==> src/rtl/display_pkg.sv <==
// Shared types and defaults for the display source scheduler.
package display_pkg;

  typedef enum logic [1:0] {
    IDLE    = 2'd0,
    LOAD    = 2'd1,
    CONVERT = 2'd2,
    DWELL   = 2'd3
  } state_t;

  localparam int DEFAULT_DWELL   = 50_000_000;
  localparam int DEFAULT_TIMEOUT = 64;

endpackage

==> src/rtl/rr_next_valid.sv <==
// Combinational round-robin search: first set valid bit after last_i, wrapping
// back to last_i itself.
module rr_next_valid #(
  parameter int NUM_SRC = 4,
  parameter int SEL_W   = $clog2(NUM_SRC)
) (
  input  logic [NUM_SRC-1:0] valid_i,
  input  logic [SEL_W-1:0]   last_i,
  output logic [SEL_W-1:0]   idx_o,
  output logic               found_o
);

  always_comb begin
    int cand;
    logic [SEL_W-1:0] cand_idx;
    cand     = 0;
    cand_idx = '0;
    idx_o    = last_i;
    found_o  = 1'b0;
    // Walk offsets from farthest to nearest so the nearest valid one wins.
    for (int k = NUM_SRC; k >= 1; k--) begin
      cand     = (int'(last_i) + k) % NUM_SRC;
      cand_idx = SEL_W'(cand);
      if (valid_i[cand_idx]) begin
        idx_o   = cand_idx;
        found_o = 1'b1;
      end
    end
  end

endmodule

==> src/rtl/display_source_scheduler.sv <==
// Time-shares one BCD/seven-segment converter among NUM_SRC value producers,
// rotating round-robin with a dwell period per source.
module display_source_scheduler
  import display_pkg::*;
#(
  parameter int NUM_SRC        = 4,
  parameter int VALUE_W        = 11,
  parameter int DWELL_CYCLES   = DEFAULT_DWELL,
  parameter int TIMEOUT_CYCLES = DEFAULT_TIMEOUT,
  parameter int SEL_W          = $clog2(NUM_SRC)
) (
  input  logic                       clk,
  input  logic                       reset,
  input  logic [NUM_SRC*VALUE_W-1:0] src_value,
  input  logic [NUM_SRC-1:0]         src_valid,
  input  logic                       hold,
  output logic [VALUE_W-1:0]         conv_value,
  output logic                       conv_start,
  input  logic                       conv_done,
  output logic [SEL_W-1:0]           active_src,
  output logic                       display_update,
  output logic                       conv_timeout
);

  localparam int DWELL_W = $clog2(DWELL_CYCLES);
  localparam int TMO_W   = $clog2(TIMEOUT_CYCLES);
  localparam logic [DWELL_W-1:0] DWELL_LAST = DWELL_W'(DWELL_CYCLES - 1);
  localparam logic [TMO_W-1:0]   TMO_LAST   = TMO_W'(TIMEOUT_CYCLES - 1);

  // Converter handshake: conv_start is a one-cycle request with conv_value
  // stable from then until the next selection; conv_done is honoured only in
  // CONVERT, otherwise TIMEOUT_CYCLES later the request is abandoned.
  state_t               state_q;
  logic [SEL_W-1:0]     active_q;
  logic [VALUE_W-1:0]   value_q;
  logic                 start_q;
  logic                 update_q;
  logic                 timeout_q;
  logic [DWELL_W-1:0]   dwell_cnt_q;
  logic [TMO_W-1:0]     tmo_cnt_q;

  logic [SEL_W-1:0]     next_idx_d;
  logic                 next_found_d;
  logic [VALUE_W-1:0]   src_slice [NUM_SRC];

  for (genvar g = 0; g < NUM_SRC; g++) begin : g_unpack
    assign src_slice[g] = src_value[g*VALUE_W +: VALUE_W];
  end

  rr_next_valid #(
    .NUM_SRC (NUM_SRC),
    .SEL_W   (SEL_W)
  ) u_rr (
    .valid_i (src_valid),
    .last_i  (active_q),
    .idx_o   (next_idx_d),
    .found_o (next_found_d)
  );

  always_ff @(posedge clk or posedge reset) begin
    if (reset) begin
      state_q     <= IDLE;
      active_q    <= SEL_W'(NUM_SRC - 1);
      value_q     <= '0;
      start_q     <= 1'b0;
      update_q    <= 1'b0;
      timeout_q   <= 1'b0;
      dwell_cnt_q <= '0;
      tmo_cnt_q   <= '0;
    end else begin
      start_q   <= 1'b0;
      update_q  <= 1'b0;
      timeout_q <= 1'b0;
      case (state_q)
        IDLE: begin
          if (next_found_d) begin
            active_q <= next_idx_d;
            value_q  <= src_slice[next_idx_d];
            start_q  <= 1'b1;
            state_q  <= LOAD;
          end
        end
        LOAD: begin
          state_q <= CONVERT;
        end
        CONVERT: begin
          // done takes priority over a coincident timeout
          if (conv_done) begin
            update_q  <= 1'b1;
            tmo_cnt_q <= '0;
            state_q   <= DWELL;
          end else if (tmo_cnt_q == TMO_LAST) begin
            timeout_q <= 1'b1;
            tmo_cnt_q <= '0;
            state_q   <= DWELL;
          end else begin
            tmo_cnt_q <= tmo_cnt_q + 1'b1;
          end
        end
        DWELL: begin
          if (!src_valid[active_q]) begin
            dwell_cnt_q <= '0;
            state_q     <= IDLE;
          end else if (dwell_cnt_q == DWELL_LAST) begin
            dwell_cnt_q <= '0;
            if (hold) begin
              value_q <= src_slice[active_q];
              start_q <= 1'b1;
              state_q <= LOAD;
            end else begin
              state_q <= IDLE;
            end
          end else begin
            dwell_cnt_q <= dwell_cnt_q + 1'b1;
          end
        end
        default: state_q <= IDLE;
      endcase
    end
  end

  assign conv_value     = value_q;
  assign conv_start     = start_q;
  assign active_src     = active_q;
  assign display_update = update_q;
  assign conv_timeout   = timeout_q;

endmodule

==> config.mk <==
export PLATFORM = sky130hd
export DESIGN_NAME = display_source_scheduler
export DESIGN_NICKNAME = d
export VERILOG_FILES = /design/src/rtl/display_pkg.sv /design/src/rtl/rr_next_valid.sv /design/src/rtl/display_source_scheduler.sv
export SDC_FILE = /design/constraint.sdc
export NUM_CORES = 1
export LEC_CHECK = 0
export CAP_MARGIN = 10
export CORE_MARGIN = 5
export CORE_UTILIZATION = 55
export DETAILED_ROUTE_END_ITERATION = 8
export GPL_TIMING_DRIVEN = 0
export PLACE_DENSITY = 0.81
export SLEW_MARGIN = 10
export SYNTH_ARGS = -nofsm -noshare
export SYNTH_HDL_FRONTEND = slang
export SYNTH_SLANG_ARGS = --single-unit
==> constraint.sdc <==
create_clock -name clk -period 3.1 [get_ports clk]
set_input_delay 0.31 -clock clk [delete_from_list [all_inputs] [get_ports clk]]
set_output_delay 0.31 -clock clk [all_outputs]
set_load 0.02 [all_outputs]
* Word-level counts from Yosys, hierarchy flattened
Cells that the tools add are included.
** Cells by class
- Equality and inequality tests :: 11
- Multipliers :: 0
- Multiplexer cells :: 50
- Bitwise logic cells :: 2
- Magnitude comparators :: 7
- Reduce and logical (&&, ||, !) cells :: 5
- Add/sub/neg operators :: 6
- Shift operators :: 0
- Divide/modulo/power cells :: 0
** Operators with widths (count)
- 2-to-1 mux 11 bit :: 8
- 2-to-1 mux 26 bit :: 2
- binary-select mux 11 bit (select 2 bit) :: 2
- adder 26 x 1 -> 26 bit (second input constant) :: 1
- == test 26 bit (second input constant) :: 1
- one-hot mux 11 bit (2 select lines) :: 1
- 2-to-1 mux 1 bit :: 19
- 2-to-1 mux 2 bit :: 9
- less-than comparator 2 x 3 -> 1 bit (second input constant) :: 5
- 2-to-1 mux 6 bit :: 2
- binary-select mux 1 bit (select 2 bit) :: 5
- inequality test 2 bit (second input constant) :: 4
- one-hot mux 2 bit (4 select lines) :: 1
- adder 6 x 1 -> 6 bit (second input constant) :: 1
- == test 6 bit (second input constant) :: 1
- >= comparator 3 bit (second input constant) :: 2
- inequality test 3 bit (second input constant) :: 2
- inverter 2 -> 3 bit :: 2
- AND reduction 5 bit :: 1
- adder 2 x 1 -> 2 bit (second input constant) :: 2
- adder 2 bit (second input constant) :: 2
- == test 2 bit (second input constant) :: 2
- AND reduction 3 bit :: 1
- == test 2 x 1 -> 1 bit (second input constant) :: 1
- other kinds (4) :: 4
** Word-level totals
- Bits in latches :: 0
- RAM bits :: 0
- Register bits :: 50
- Memories kept :: 0
- Output and inout bits :: 16
- Bits of input ports :: 52
- Word-level logic and storage cells :: 89
- Memory bits (read-only) :: 0

* Longest topological paths before layout
- Word-level depth :: 13
- Depth in mapped cells :: 9
- Depth with buffers taken out :: 7

* Hierarchy
A second synthesis with hierarchy kept.
** Second synthesis, totals
- Cell total of the unflattened synthesis :: 325
- Area total of the unflattened synthesis :: 3357.0 um^2
** By module, submodules not included
- display_source_scheduler :: area an instance 3274.4 um^2, times used 1, cells an instance 311
- rr_next_valid :: area an instance 82.6 um^2, times used 1, cells an instance 14

* Worst setup path after synthesis
Ideal clock, no wire load.
- Kind :: register to register
- Start :: register active_q[0], in the netlist active_src[0]
- End :: register dwell_cnt_q[7]
- Data required time :: 2.972 ns
- Data arrival time :: 1.855 ns
- Slack :: 1.117 ns
- Library setup time :: 0.128 ns
- Path buffers :: 3
- Cell stages (with the launch flop) :: 9
- Path through :: dfstp_2 > buf_6 > mux4_2 > o211ai_2 > buf_4 > buf_4 > o21ai_0 > nand2_1 > o41ai_1
** Between the ends
- Cells in the longest elaborated chain, start to end :: 3
** RTL lines
- start: declaration :: RTL line display_source_scheduler.sv:34 : logic [SEL_W-1:0] active_q;
- start signal: assignment :: RTL line display_source_scheduler.sv:63 : active_q <= SEL_W'(NUM_SRC - 1);
- start signal: assignment :: RTL line display_source_scheduler.sv:77 : active_q <= next_idx_d;
- binary-select mux 1 bit (select 2 bit) :: RTL line display_source_scheduler.sv:101 : if (!src_valid[active_q]) begin
- 2-to-1 mux 1 bit (not written as such) :: RTL line display_source_scheduler.sv:101
- 2-to-1 mux 26 bit :: RTL line display_source_scheduler.sv:101
- end signal: assignment :: RTL line display_source_scheduler.sv:114 : dwell_cnt_q <= dwell_cnt_q + 1'b1;
- end: declaration :: RTL line display_source_scheduler.sv:39 : logic [DWELL_W-1:0] dwell_cnt_q;
Every way passes these cells. The select of a mux whose other input is x is not followed.
A chain may end at the register's enable or synchronous reset.

* Final worst setup path
- Start :: register dwell_cnt_q[0]
- End :: register dwell_cnt_q[19]
** Between the ends
- Cells in the longest elaborated chain, start to end :: 3
- Elaborated cells on any way between the ends :: 4
- Classes of those cells :: 1 x add/sub; 1 x eq/ne; 2 x mux
** RTL lines
- adder 26 x 1 -> 26 bit / == test 26 bit (equally long branches) :: RTL line display_source_scheduler.sv:114, display_source_scheduler.sv:104
- 2-to-1 mux 26 bit * :: RTL line display_source_scheduler.sv:104 : end else if (dwell_cnt_q == DWELL_LAST) begin
- 2-to-1 mux 26 bit * :: RTL line display_source_scheduler.sv:101
Every way passes the cells marked *; elsewhere a longest branch is shown, timed or not.

==> results_dict.tcl <==
set metrics [dict create \
    status "completed" \
    clk_latency_ns 0.31 \
    pre_cts_slack_ns 0.730 \
    crit_chain "ha_1, and3_1, nand3_1, o211ai_2, buf_4, buf_4, o41ai_1" \
    ir_drop_mv 0.656 \
    antenna_left 0 \
    fin_nets 481 \
    rows 28 \
    final_cell_mix "clkdlybuf4s50_1, nand2_1, dfrtp_1" \
    synth_cells 348 \
    drv_slew 0 \
    cts.sinks 50 \
    cp.required_ns 3.29 \
    vias 3067 \
    cp-end-kind "register" \
    die_w_um 88.4 \
    drt-total-wl_mm 8.81 \
    worst_pin_slew_ns 0.807 \
    timing.rr.end "dwell_cnt_q[19]" \
    antenna_cells 0 \
    final_common_cell "clkdlybuf4s50_1" \
    grt-ovfl-total 0 \
    root_buffer "clkbuf_8" \
    clkTransAtPathRegs_ns 0.10 \
    dieArea_mm2 0.00782 \
    startpoint_type "register" \
    layout-drive-gt1-share_pct 13.9 \
    whs_ns 0.278 \
    reg2reg_slack_ns 0.87 \
    cts_made_buffers 5 \
    critical_path_class "register to register" \
    first_global_vias 3142 \
    finalSetupViolations 0 \
    drv_cap 0 \
    cts_tree "yes" \
    ys_seq_area_share_pct 37.1 \
    ys_warn_count 0 \
    synthArstFlopShare_pct 100 \
    rr_worst_depth 7 \
    clk_path_buf_depth 2 \
    finalCritPeriodShare_pct 71.8 \
    critPathSlowestCell "dfrtp_1" \
    min_period_ns 2.23 \
    synth_seq_cells 50 \
    cts_setup_buffers 0 \
    syn_area_mm2 0.00338 \
    p_per_area_mw_per_mm2 790 \
    grt_setup_unrepaired "false" \
    critical_path.max_stage_delay_ns 0.43 \
    multi_input_area_mm2 0.00196 \
    fin_ws_ns 0.874 \
    antenna_found_initial 0 \
    grt_pass1_wl_mm 14.7 \
    core_region_area_mm2 0.00596 \
    grtUsageTotal_pct 23.9 \
    htreeDepth 2 \
    reg2reg_from "dwell_cnt_q[0]" \
    min_path_type "input port to async pin" \
    die_y_um 88.4 \
    tns_ns 0 \
    synth_nets 406 \
    synth_edf_count 0 \
    initial_core_util_pct 56.8 \
    first_pass_iters 4 \
    nFillCells 488 \
    hold_buffers 0 \
    synthFlopType "dfrtp_1" \
    num_io_pins 68 \
    hpwl_mm 6.77 \
    avgSynthCellArea_um2 9.72 \
    fmax_mhz 449 \
    grt_start_max_net_pins 37 \
    crit_path_max_fanout 10 \
    regArea_mm2 0.00125 \
    synth.distinct_cells 58 \
    drtIter0Drc 147 \
    gp_congestion 0.933 \
    routedWlPerCell_um 17.7 \
    via_per_inst 6.15 \
    cpMostUsedCell "buf_4" \
    syn_to_final_growth_pct 26.4 \
    skew_ns 0.00939 \
    hold_viol 0 \
    drc 0 \
    max-slew-margin-rel_pct 45.5 \
    io_buffers 67 \
    cts_resized 0 \
    p_leak_nw 1.76 \
    worst_ep_arrival_time_ns 2.41 \
]
==> critical path, delay by kind of cell, from the launching register on <==
family | cells | cell delay [ns]
AOI/OAI and AO/OA | 2 | 0.54
and+or+nand+nor | 2 | 0.50
DFF | 1 | 0.43
buffers and inverters | 2 | 0.38
adders and majority gates | 1 | 0.24
==> metal layers <==
layer / wire length, um / track usage, % / vias up
li1: - / - / 1457
met1: 3830 / 31.7 / 1496
met2: 4380 / 40.7 / 101
met3: 452 / 3.26 / 13
met4: 157 / 7.55 / 0
met5: 0 / 0 / -
==> registers in the layout, summed over array words and instances (netlist names) <==
signal,count
display_update,1
tmo_cnt_q,6
dwell_cnt_q,26
conv_value,11
conv_start,1
state_q,2
active_src,2
conv_timeout,1
==> layout make-up <==
class | instances | area share, %
clock buffer | 6 | 1.70
tap | 75 | 2.19
inverter | 7 | 0.614
multi-input combinational | 269 | 45.8
buffer | 22 | 3.36
clock inverter | 2 | 0.877
sequential | 50 | 29.3
timing repair buffer | 68 | 16.1
==> synthesized netlist by cell type (4+ instances only) <==
cell type / n / share of area (%)
a21oi_1: 16 / 2.4
a221o_1: 11 / 3.3
a31oi_1: 4 / 0.74
a31oi_2: 9 / 3.3
and3_1: 14 / 2.6
buf_2: 7 / 1.0
clkbuf_1: 8 / 0.89
dfrtp_1: 48 / 36
ha_1: 6 / 2.2
inv_1: 7 / 0.78
mux2i_1: 13 / 3.8
mux4_2: 12 / 8.0
nand2_1: 48 / 5.3
nand2b_1: 6 / 1.1
nand3_1: 14 / 2.1
nand4_1: 5 / 0.92
nor2_1: 20 / 2.2
nor2b_1: 6 / 1.1
o21ai_0: 28 / 4.1
o2bb2ai_1: 8 / 2.1
o31ai_1: 4 / 0.89
o41ai_1: 5 / 1.3
xor2_1: 5 / 1.3
==> stage by stage <==
step	utilization, %	cell area (um2)	power, W	instances
floorplan	-	3380	0.00231	348
global placement	69.6	4150	0.00286	490
detailed placement	70.0	4170	0.00291	491
CTS	71.8	4280	0.00338	499
global route	71.8	4280	0.00359	499
finish	71.8	4280	0.00338	499
==> worst max path at each step <==
stage	from	to	slack, ns	cells after the start
2_1_floorplan	active_src[0]	dwell_cnt_q[7]	1.12	8
3_3_place_gp	reset	dwell_cnt_q[0]	0.60	2
3_5_place_dp	src_valid[1]	conv_value[4]	0.73	8
4_1_cts	dwell_cnt_q[0]	dwell_cnt_q[19]	0.87	7
5_1_grt	dwell_cnt_q[0]	dwell_cnt_q[20]	0.69	8
6_report	dwell_cnt_q[0]	dwell_cnt_q[19]	0.87	7
==> report_power, final <==
| group | internal [W] | switching [W] |
|---|---|---|
| Combinational | 0.000903 | 0.00108 |
| Clock | 0.000241 | 0.000230 |
| Sequential | 0.000815 | 0.000112 |
==> kinds of logic after synthesis <==
logic type               after synthesis  share of synthesized area [%]
XOR/XNOR                               7                           1.81
AO/OA/AOI/OAI                         98                           21.3
buffers and inverters                 29                           5.03
AND/OR/NAND/NOR                      132                           20.4
adder cells (fa/ha/maj)                6                           2.22
multiplexers                          26                           12.2
flip-flops                            50                           37.1
(Power assumes the default switching activity.)
